<file path="config.mk">
export PLATFORM = sky130hd
export DESIGN_NAME = baud_switch_ctrl_flat
export DESIGN_NICKNAME = d
export VERILOG_FILES = /design/src/rtl/baud_switch_ctrl_pkg.sv /design/src/rtl/baud_switch_ctrl_if.sv /design/src/rtl/baud_edge_counter.sv /design/src/rtl/baud_switch_ctrl.sv /design/src/flat_wrapper.sv
export SDC_FILE = /design/constraint.sdc
export NUM_CORES = 1
export LEC_CHECK = 0
export CAP_MARGIN = 0
export CELL_PAD_IN_SITES_DETAIL_PLACEMENT = 1
export CELL_PAD_IN_SITES_GLOBAL_PLACEMENT = 1
export CORE_MARGIN = 2
export CORE_UTILIZATION = 45
export CTS_CLUSTER_SIZE = 16
export DETAILED_ROUTE_END_ITERATION = 6
export DONT_BUFFER_PORTS = 1
export PLACE_DENSITY = 0.84
export SYNTH_ARGS = -nofsm -noshare
export SYNTH_HDL_FRONTEND = slang
export SYNTH_HIERARCHICAL = 1
export SYNTH_SLANG_ARGS = --single-unit
</file>
<file path="constraint.sdc">
create_clock -name src_clk -period 2.28 [get_ports src_clk]
set_clock_uncertainty 0.15 [all_clocks]
set_input_delay 0.684 -clock src_clk [delete_from_list [all_inputs] [get_ports src_clk]]
set_output_delay 0.684 -clock src_clk [all_outputs]
set_load 0.02 [all_outputs]
</file>
<file path="src/rtl/baud_switch_ctrl_pkg.sv">
// Shared codes for the baud switch controller: prescaler select values,
// FSM state encoding and edge counter width.
package baud_switch_ctrl_pkg;

    typedef enum logic [1:0] {
        SEL_9600     = 2'b00,
        SEL_57600    = 2'b01,
        SEL_115200   = 2'b10,
        SEL_RESERVED = 2'b11
    } baud_sel_t;

    typedef enum logic [2:0] {
        ST_IDLE,
        ST_DRAIN,
        ST_SWITCH,
        ST_SETTLE,
        ST_DONE
    } switch_state_t;

    localparam int unsigned EDGE_CNT_W = 4;

    function automatic logic is_reserved(input logic [1:0] sel);
        return sel == SEL_RESERVED;
    endfunction

endpackage

</file>
<file path="src/rtl/baud_switch_ctrl_if.sv">
// Request/response handshake between the host config path and the baud
// switch controller.
interface baud_switch_ctrl_if;

    logic       req_valid;
    logic [1:0] req_sel;
    logic       req_ready;
    logic       done;
    logic       err;

    modport master (
        output req_valid,
        output req_sel,
        input  req_ready,
        input  done,
        input  err
    );

    modport slave (
        input  req_valid,
        input  req_sel,
        output req_ready,
        output done,
        output err
    );

endinterface

</file>
<file path="src/rtl/baud_edge_counter.sv">
// Registers uart_clk, flags its rising edges and keeps a saturating count
// of them while enabled; a synchronous clear wipes both count and history.
module baud_edge_counter
    import baud_switch_ctrl_pkg::*;
(
    input  logic                  clk,
    input  logic                  rst_n,
    input  logic                  clear,
    input  logic                  enable,
    input  logic                  uart_clk,
    output logic                  rise,
    output logic [EDGE_CNT_W-1:0] count
);

    logic                  uart_clk_q, uart_clk_d;
    logic [EDGE_CNT_W-1:0] count_q, count_d;

    assign rise  = uart_clk & ~uart_clk_q;
    assign count = count_q;

    // Clearing history to 0 means a uart_clk already high counts as a rise.
    always_comb begin
        uart_clk_d = uart_clk;
        count_d    = count_q;
        if (clear) begin
            uart_clk_d = 1'b0;
            count_d    = '0;
        end else if (enable && rise && (count_q != '1)) begin
            count_d = count_q + 1'b1;
        end
    end

    always_ff @(posedge clk or negedge rst_n) begin
        if (!rst_n) begin
            uart_clk_q <= 1'b0;
            count_q    <= '0;
        end else begin
            uart_clk_q <= uart_clk_d;
            count_q    <= count_d;
        end
    end

endmodule

</file>
<file path="src/rtl/baud_switch_ctrl.sv">
// Runtime baud-rate switch sequencer: pauses the UART engines, waits for idle,
// loads the new prescaler select and waits for uart_clk to settle.
// Optional DRAIN timeout enabled by defining BAUD_SWITCH_TIMEOUT_EN.
module baud_switch_ctrl
    import baud_switch_ctrl_pkg::*;
#(
    parameter int unsigned SETTLE_EDGES   = 2,
    parameter logic [1:0]  SEL_RESET      = SEL_9600
`ifdef BAUD_SWITCH_TIMEOUT_EN
    ,
    parameter int unsigned TIMEOUT_CYCLES = 65535
`endif
) (
    input  logic                     src_clk,
    input  logic                     rst_n,
    baud_switch_ctrl_if.slave        req_if,
    input  logic                     tx_busy,
    input  logic                     rx_busy,
    input  logic                     uart_clk,
    output logic                     pause,
    output logic [1:0]               prescaler_sel
);

    switch_state_t         state_q, state_d;
    logic [1:0]            pending_sel_q, pending_sel_d;
    logic [1:0]            prescaler_sel_q, prescaler_sel_d;
    logic                  pause_q, pause_d;
    logic                  done_q, done_d;
    logic                  err_q, err_d;
    logic                  cnt_clear;
    logic                  edge_rise;
    logic [EDGE_CNT_W-1:0] edge_count;
    logic                  settle_hit;
`ifdef BAUD_SWITCH_TIMEOUT_EN
    logic [15:0]           drain_cnt_q, drain_cnt_d;
`endif

    baud_edge_counter u_edge_counter (
        .clk      (src_clk),
        .rst_n    (rst_n),
        .clear    (cnt_clear),
        .enable   (state_q == ST_SETTLE),
        .uart_clk (uart_clk),
        .rise     (edge_rise),
        .count    (edge_count)
    );

    // Look at the rise in flight so done follows the final rise by one cycle.
    assign settle_hit = (SETTLE_EDGES == 0) ||
                        (edge_rise && (({1'b0, edge_count} + 5'd1) == 5'(SETTLE_EDGES)));

    assign req_if.req_ready = (state_q == ST_IDLE);
    assign req_if.done      = done_q;
    assign req_if.err       = err_q;
    assign pause            = pause_q;
    assign prescaler_sel    = prescaler_sel_q;

    always_comb begin
        state_d         = state_q;
        pending_sel_d   = pending_sel_q;
        prescaler_sel_d = prescaler_sel_q;
        pause_d         = pause_q;
        done_d          = 1'b0;
        err_d           = 1'b0;
        cnt_clear       = 1'b0;
`ifdef BAUD_SWITCH_TIMEOUT_EN
        drain_cnt_d     = drain_cnt_q;
`endif
        unique case (state_q)
            ST_IDLE: begin
                if (req_if.req_valid) begin
                    if (is_reserved(req_if.req_sel)) begin
                        err_d = 1'b1;
                    end else if (req_if.req_sel == prescaler_sel_q) begin
                        done_d = 1'b1;
                    end else begin
                        pending_sel_d = req_if.req_sel;
                        pause_d       = 1'b1;
                        state_d       = ST_DRAIN;
`ifdef BAUD_SWITCH_TIMEOUT_EN
                        drain_cnt_d   = '0;
`endif
                    end
                end
            end
            ST_DRAIN: begin
                if (!tx_busy && !rx_busy) begin
                    state_d = ST_SWITCH;
`ifdef BAUD_SWITCH_TIMEOUT_EN
                end else if (drain_cnt_q == 16'(TIMEOUT_CYCLES - 1)) begin
                    err_d   = 1'b1;
                    pause_d = 1'b0;
                    state_d = ST_IDLE;
                end else begin
                    drain_cnt_d = drain_cnt_q + 16'd1;
`endif
                end
            end
            ST_SWITCH: begin
                prescaler_sel_d = pending_sel_q;
                cnt_clear       = 1'b1;
                state_d         = ST_SETTLE;
            end
            ST_SETTLE: begin
                if (settle_hit) begin
                    done_d  = 1'b1;
                    state_d = ST_DONE;
                end
            end
            ST_DONE: begin
                pause_d = 1'b0;
                state_d = ST_IDLE;
            end
            default: begin
                pause_d = 1'b0;
                state_d = ST_IDLE;
            end
        endcase
    end

    always_ff @(posedge src_clk or negedge rst_n) begin
        if (!rst_n) begin
            state_q         <= ST_IDLE;
            pending_sel_q   <= SEL_RESET;
            prescaler_sel_q <= SEL_RESET;
            pause_q         <= 1'b0;
            done_q          <= 1'b0;
            err_q           <= 1'b0;
        end else begin
            state_q         <= state_d;
            pending_sel_q   <= pending_sel_d;
            prescaler_sel_q <= prescaler_sel_d;
            pause_q         <= pause_d;
            done_q          <= done_d;
            err_q           <= err_d;
        end
    end

`ifdef BAUD_SWITCH_TIMEOUT_EN
    always_ff @(posedge src_clk or negedge rst_n) begin
        if (!rst_n) begin
            drain_cnt_q <= '0;
        end else begin
            drain_cnt_q <= drain_cnt_d;
        end
    end
`endif

endmodule

</file>
<file path="src/flat_wrapper.sv">
// flat-port wrapper written by rule: the top's interface ports become plain ports
module baud_switch_ctrl_flat import baud_switch_ctrl_pkg::*;
#(
    parameter int unsigned SETTLE_EDGES   = 2,
    parameter logic [1:0]  SEL_RESET      = SEL_9600

)
  (src_clk, rst_n, tx_busy, rx_busy, uart_clk, pause, prescaler_sel, req_if_req_valid, req_if_req_sel, req_if_req_ready, req_if_done, req_if_err);
  baud_switch_ctrl_if req_if_i ();
  input  logic src_clk;
  input  logic rst_n;
  input  logic tx_busy;
  input  logic rx_busy;
  input  logic uart_clk;
  output logic pause;
  output logic [1:0] prescaler_sel;
  input wire logic [$bits(req_if_i.req_valid)-1:0] req_if_req_valid;
  input wire logic [$bits(req_if_i.req_sel)-1:0] req_if_req_sel;
  output wire logic [$bits(req_if_i.req_ready)-1:0] req_if_req_ready;
  output wire logic [$bits(req_if_i.done)-1:0] req_if_done;
  output wire logic [$bits(req_if_i.err)-1:0] req_if_err;
  assign req_if_i.req_valid = req_if_req_valid;
  assign req_if_i.req_sel = req_if_req_sel;
  assign req_if_req_ready = req_if_i.req_ready;
  assign req_if_done = req_if_i.done;
  assign req_if_err = req_if_i.err;
  baud_switch_ctrl #(.SETTLE_EDGES(SETTLE_EDGES), .SEL_RESET(SEL_RESET)) u_core (.src_clk(src_clk), .rst_n(rst_n), .req_if(req_if_i), .tx_busy(tx_busy), .rx_busy(rx_busy), .uart_clk(uart_clk), .pause(pause), .prescaler_sel(prescaler_sel));
endmodule
</file>
# Yosys cells after proc, flatten, opt, wreduce, memory -nomap -nowiden
# Index checks and enable logic that the tools add are counted.
[totals]
register_bits = 15
inputBits = 8
out_inout_bits = 6
word_cells = 61
[op_classes]
addsub = 2
eq_ne = 12
mux = 22
bitwise = 5
n_reduce_logical = 12
[ops]
columns = ["operator", "n"]
rows = [
  ["$mux W3", 5],
  ["$mux W1", 12],
  ["$pmux W3 S4", 1],
  ["$mux W4", 2],
  ["$reduce_and A4 Y1", 2],
  ["$eq A3 B2 Y1 const B", 2],
  ["$ne A2 B2 Y1 const B", 3],
  ["$add A4 B1 Y5 const B", 1],
  ["$eq A5 B2 Y1 const B", 1],
  ["$reduce_and A5 Y1", 1],
  ["$add A4 B1 Y4 const B", 1],
  ["$logic_and A1 B1 Y1", 4],
  ["$ne A2 B1 Y1 const B", 2],
  ["$ne A4 B4 Y1 const B", 1],
  ["$not A1 Y1", 4],
  ["$pmux W1 S2", 2],
  ["$eq A3 B1 Y1 const B", 1],
  ["$logic_not A3 Y1", 1],
  ["$reduce_or A3 Y1", 1],
  ["$eq A2 B2 Y1", 1],
  ["$eq A2 B2 Y1 const B", 1],
  ["$logic_not A1 Y1", 2],
  ["$reduce_bool A2 Y1", 1],
  ["$and A1 B1 Y1", 1],
]

# Logic depth before layout (Yosys ltp)
[logic_depth]
word_depth = 6
ltp_mapped = 6

# Hierarchy
# The synthesis kept the hierarchy.
[modules_own_cells]
columns = ["mod", "n_inst", "cells_per_inst", "area_per_inst_um2"]
rows = [
  ["baud_switch_ctrl", 1, 43, 483.0],
  ["baud_edge_counter", 1, 23, 264.0],
]

# Worst setup path after synthesis
# Ideal clock, no wire load.
[synth_path]
kind = "input-to-reg"
start = "in req_if_req_sel[0]"
end = "reg u_core.pending_sel_q[0]"
setup_ns = 0.125
t_arrival_ns = 1.524
required_time_ns = 2.005
setup_slack_ns = 0.481
stages = 4
n_path_buf = 0
path_cell_list = "nor2b_1 o211a_1 o21a_1 mux2_4"
[synth_between]
elab_chain_len = 3
elab_cells_between_ends = 5
cone_classes = "eq/ne (2); bitwise (2); reduce/logical (1)"
[synth_rtl]
columns = ["item", "line", "source"]
rows = [
  ["from (decl)", "flat_wrapper.sv:18", "input wire logic [$bits(req_if_i.req_sel)-1:0] req_if_req_sel;"],
  ["$eq A2 B2 Y1 (on tied branches)", "baud_switch_ctrl_pkg.sv:23, baud_switch_ctrl.sv:74", ""],
  ["$not A1 Y1 (no line)", "n/a", ""],
  ["$reduce_and A4 Y1 (no line)", "n/a", ""],
  ["to (signal assigned)", "baud_switch_ctrl.sv:131", "pending_sel_q <= pending_sel_d;"],
  ["to (decl)", "baud_switch_ctrl.sv:25", "logic [1:0] pending_sel_q, pending_sel_d;"],
]
# Parallel ways exist; a longest one is shown, timed or not.
# A chain may end at the register's enable or synchronous reset.

# Worst setup path after layout
[layout_path]
start = "reg u_core.state_q[1]"
end = "out req_if_req_ready"
[layout_between]
elab_chain_len = 1
[layout_rtl]
columns = ["item", "line", "source"]
rows = [
  ["from (decl)", "baud_switch_ctrl.sv:24", "switch_state_t state_q, state_d;"],
  ["from (signal assigned)", "baud_switch_ctrl.sv:130", "state_q <= state_d;"],
  ["$logic_not A3 Y1", "baud_switch_ctrl.sv:52", "assign req_if.req_ready = (state_q == ST_IDLE);"],
  ["to (decl)", "flat_wrapper.sv:19", "output wire logic [$bits(req_if_i.req_ready)-1:0] req_if_req_ready;"],
]
# No other way between the ends.

==> qor.yml <==
outcome:
  status: "finished, final reports clean"
placement:
  placedInstanceArea_um2: 782
  detailedPlacementHpwl_um: 1200
  placement.setup.worst_slack_ns: 0.425
  place.gp.congestion: 0.722
  numPlacedInstances: 84
  io_buffer_count: 0
setup_path:
  setup.worst_path.class: "register to output port"
  critical_path.max_fanout: 6
  cp_data_required_time_ns: 1.45
  cp_data_arrival_time_ns: 1.08
  critical_path.top_delay_family: "flip-flops"
  cp.buffers_inverters: 1
  timing.critical_path.cells: "nor3_2 > buf_4"
  critical_path.startpoint: "u_core/state_q[1]"
  critPathSlowestCell: "sky130_fd_sc_hd__dfrtp_1"
  end_kind: "output port"
  worstSetupStartpointType: "register"
  cpPeakStageDelay_ns: 0.44
  worst_reg2reg_path_startpoint: "u_core/prescaler_sel[1]"
yosys:
  edff_count_synth: 0
  synth_cells: 66
  post-synth-top-area-fraction_pct: 50.3
  async_flop_share_pct: 100
  synth_seq_area_share_pct: 50.3
  postSynthNetCount: 75
  synth.ff_latch_count: 15
  synth_top_cells_by_area: "sky130_fd_sc_hd__dfrtp_1 50%, sky130_fd_sc_hd__mux2_4 4.0%, sky130_fd_sc_hd__nor2b_1 3.4%, sky130_fd_sc_hd__a21oi_1 2.7%, sky130_fd_sc_hd__nand3b_4 2.7%"
  syn_area_um2: 747
  synth_cell_types: 31
  area_leader_netlist: "sky130_fd_sc_hd__dfrtp_1"
  syn_avg_cell_area_um2: 11.3
  synthFlopType: "sky130_fd_sc_hd__dfrtp_1"
  synth-warning-count: 6
timing:
  worstMarginPinSlew_ns: 0.692
  pnr_worst_setup_slack_ns: 0.371
  final.min_clock_period_ns: 1.91
  final_hold_fails: 0
  maxSlewViolCount: 0
  totalNegativeSetupSlack_ns: 0
  min_period_over_period_pct: 83.7
  grt_setup_unrepaired: "false"
  max_freq_ghz: 0.524
  slew-limit-headroom_pct: 53.7
  setup-violations-final: 0
die:
  dieArea_um2: 2000
  fp.dieW_um: 44.7
  row_count: 14
  core_area_um2: 1520
  pin_count: 14
  dieHeight_um: 44.7
  floorplan.initialDensity_pct: 49.0
clock_network:
  htree_num_levels: 1
  cts.sink_count: 15
  cts_setup_buffers: 0
  tritoncts: "done"
  cts-root-to-sink-buffers: 2
  postCtsHoldBufs: 1
  clock-root-buffer: "sky130_fd_sc_hd__clkbuf_4"
  clk_latency_ns: 0.28
  post_cts_repair_resize_count: 0
  clk_transition_reported_paths_ns: 0.09
  cts_buffers: 3
layout:
  design.final.nets: 83
  layout.cells.non_filler: 89
  final.fill_count: 167
  mostFrequentLayoutCell: "sky130_fd_sc_hd__dfrtp_1"
  area_growth_syn_to_layout_pct: 9.55
  diodes: 0
  drive_gt1_share_pct: 15.1
  most-common-layout-cells: "15 x sky130_fd_sc_hd__dfrtp_1, 5 x sky130_fd_sc_hd__inv_1, 4 x sky130_fd_sc_hd__nor2b_1, 4 x sky130_fd_sc_hd__a21oi_1"
  utilization_pct: 53.7
  layout.cell_area.non_filler_um2: 818
min_path:
  hold_path.class: "register to register"
  timing.hold.worst.start: "u_core/state_q[2]"
global_routing:
  grt_usage_pct: 19.9
  antenna_found_initial: 0
  grt.overflow.total: 0
  wire_length_of_the_first_global_routing_pass_um: 2680
  via_count_of_the_first_global_routing_pass: 539
  maximum_number_of_pins_on_one_net_before_global_route_repair: 16
routing:
  route.detailed.vias_per_inst: 5.96
  drc_markers: 0
  drt.antenna.violating_nets: 0
  drt_first_pass_iters: 4
  detail_route.iter0.violations: 5
  detail_route.wl_per_cell_um: 17.8
  vias: 530
  drt_wl_total_um: 1590
power_and_ir_drop:
  vdd_drop_max_mv: 0.618
  power.static_leakage_nw: 0.393
  cellPowerDensity_nw_per_um2: 1170
run:
  maxCapViolCount: 0
[report_power, final]
group / internal [mW] / switching, mW
Combinational: 0.164 / 0.150
Clock: 0.0679 / 0.0815
Sequential: 0.354 / 0.139
Total: 0.586 / 0.371
[kinds of logic after synthesis]
logic type	synth area share [%]
and+or+nand+nor	20.9
AOI/OAI and AO/OA	16.4
DFF	50.3
buffers and inverters	2.51
muxes	7.04
xor gates and xnor gates	1.17
adders and majority gates	1.67
[cells in the mapped netlist, types with 2 or more instances]
library cell,instances
sky130_fd_sc_hd__inv_1,5
sky130_fd_sc_hd__mux2_4,2
sky130_fd_sc_hd__o211a_1,2
sky130_fd_sc_hd__dfrtp_1,15
sky130_fd_sc_hd__nand2_1,3
sky130_fd_sc_hd__a21oi_1,4
sky130_fd_sc_hd__o41ai_1,2
sky130_fd_sc_hd__nand3_1,2
sky130_fd_sc_hd__o21ai_0,3
sky130_fd_sc_hd__nor2b_1,4
sky130_fd_sc_hd__nor2_1,3
sky130_fd_sc_hd__o311ai_0,2
[layout make-up]
cell class | count | area (µm²) | area share, %
inverter | 5 | 18.8 | 2.29
sequential | 15 | 375 | 45.9
timing repair buffer | 3 | 25.0 | 3.06
clock buffer | 4 | 26.3 | 3.21
tap | 16 | 20.0 | 2.45
multi-input combinational | 46 | 353 | 43.1
[stage by stage]
step | power [mW] | hold WS, ns
2_1_floorplan | 0.703 | 0.238
4_1_cts | 0.971 | 0.358
5_1_grt | 1.04 | 0.357
6_report | 0.957 | 0.348
3_5_place_dp | 0.809 | 0.239
3_3_place_gp | 0.788 | 0.239
[layer usage]
layer | GRT usage (%) | part of all wire [%] | up-vias
met5 | 0 | 0 | -
met4 | 9.09 | 1.9 | 0
met3 | 5.60 | 3.3 | 4
met2 | 29.6 | 47 | 9
met1 | 27.0 | 48 | 258
li1 | - | - | 259
[worst register-to-register path: stages, from the launching register on]
cell and delay [ns]:
sky130_fd_sc_hd__dfrtp_1 0.56, sky130_fd_sc_hd__nor2b_1 0.09, sky130_fd_sc_hd__o211a_1 0.24, sky130_fd_sc_hd__o21a_1 0.22
sky130_fd_sc_hd__mux2_4 0.31
[path summary, 6_finish.rpt]
kind / depth (start not counted) / endpoint / slack [ns]
max: 2 / req_if_req_ready / 0.37
min: 1 / u_core/state_q[0] / 0.35
max reg2reg: 4 / u_core/pending_sel_q[1] / 0.60
min reg2reg: 1 / u_core/state_q[0] / 0.35
max in group asynchronous: 1 / u_core/pending_sel_q[1] / 0.80
min in group asynchronous: 1 / u_core/state_q[1] / 0.73
[flip-flops by register name, indices dropped and copies added (netlist names)]
| name | flops |
|---|---|
| u_core/u_edge_counter/count | 4 |
| u_core/state_q | 3 |
| u_core/pending_sel_q | 2 |
| u_core/prescaler_sel | 2 |
| u_core/pause | 1 |
| u_core/req_if.done | 1 |
| u_core/req_if.err | 1 |
| u_core/u_edge_counter/uart_clk_q | 1 |
(Power assumes the default switching activity.)
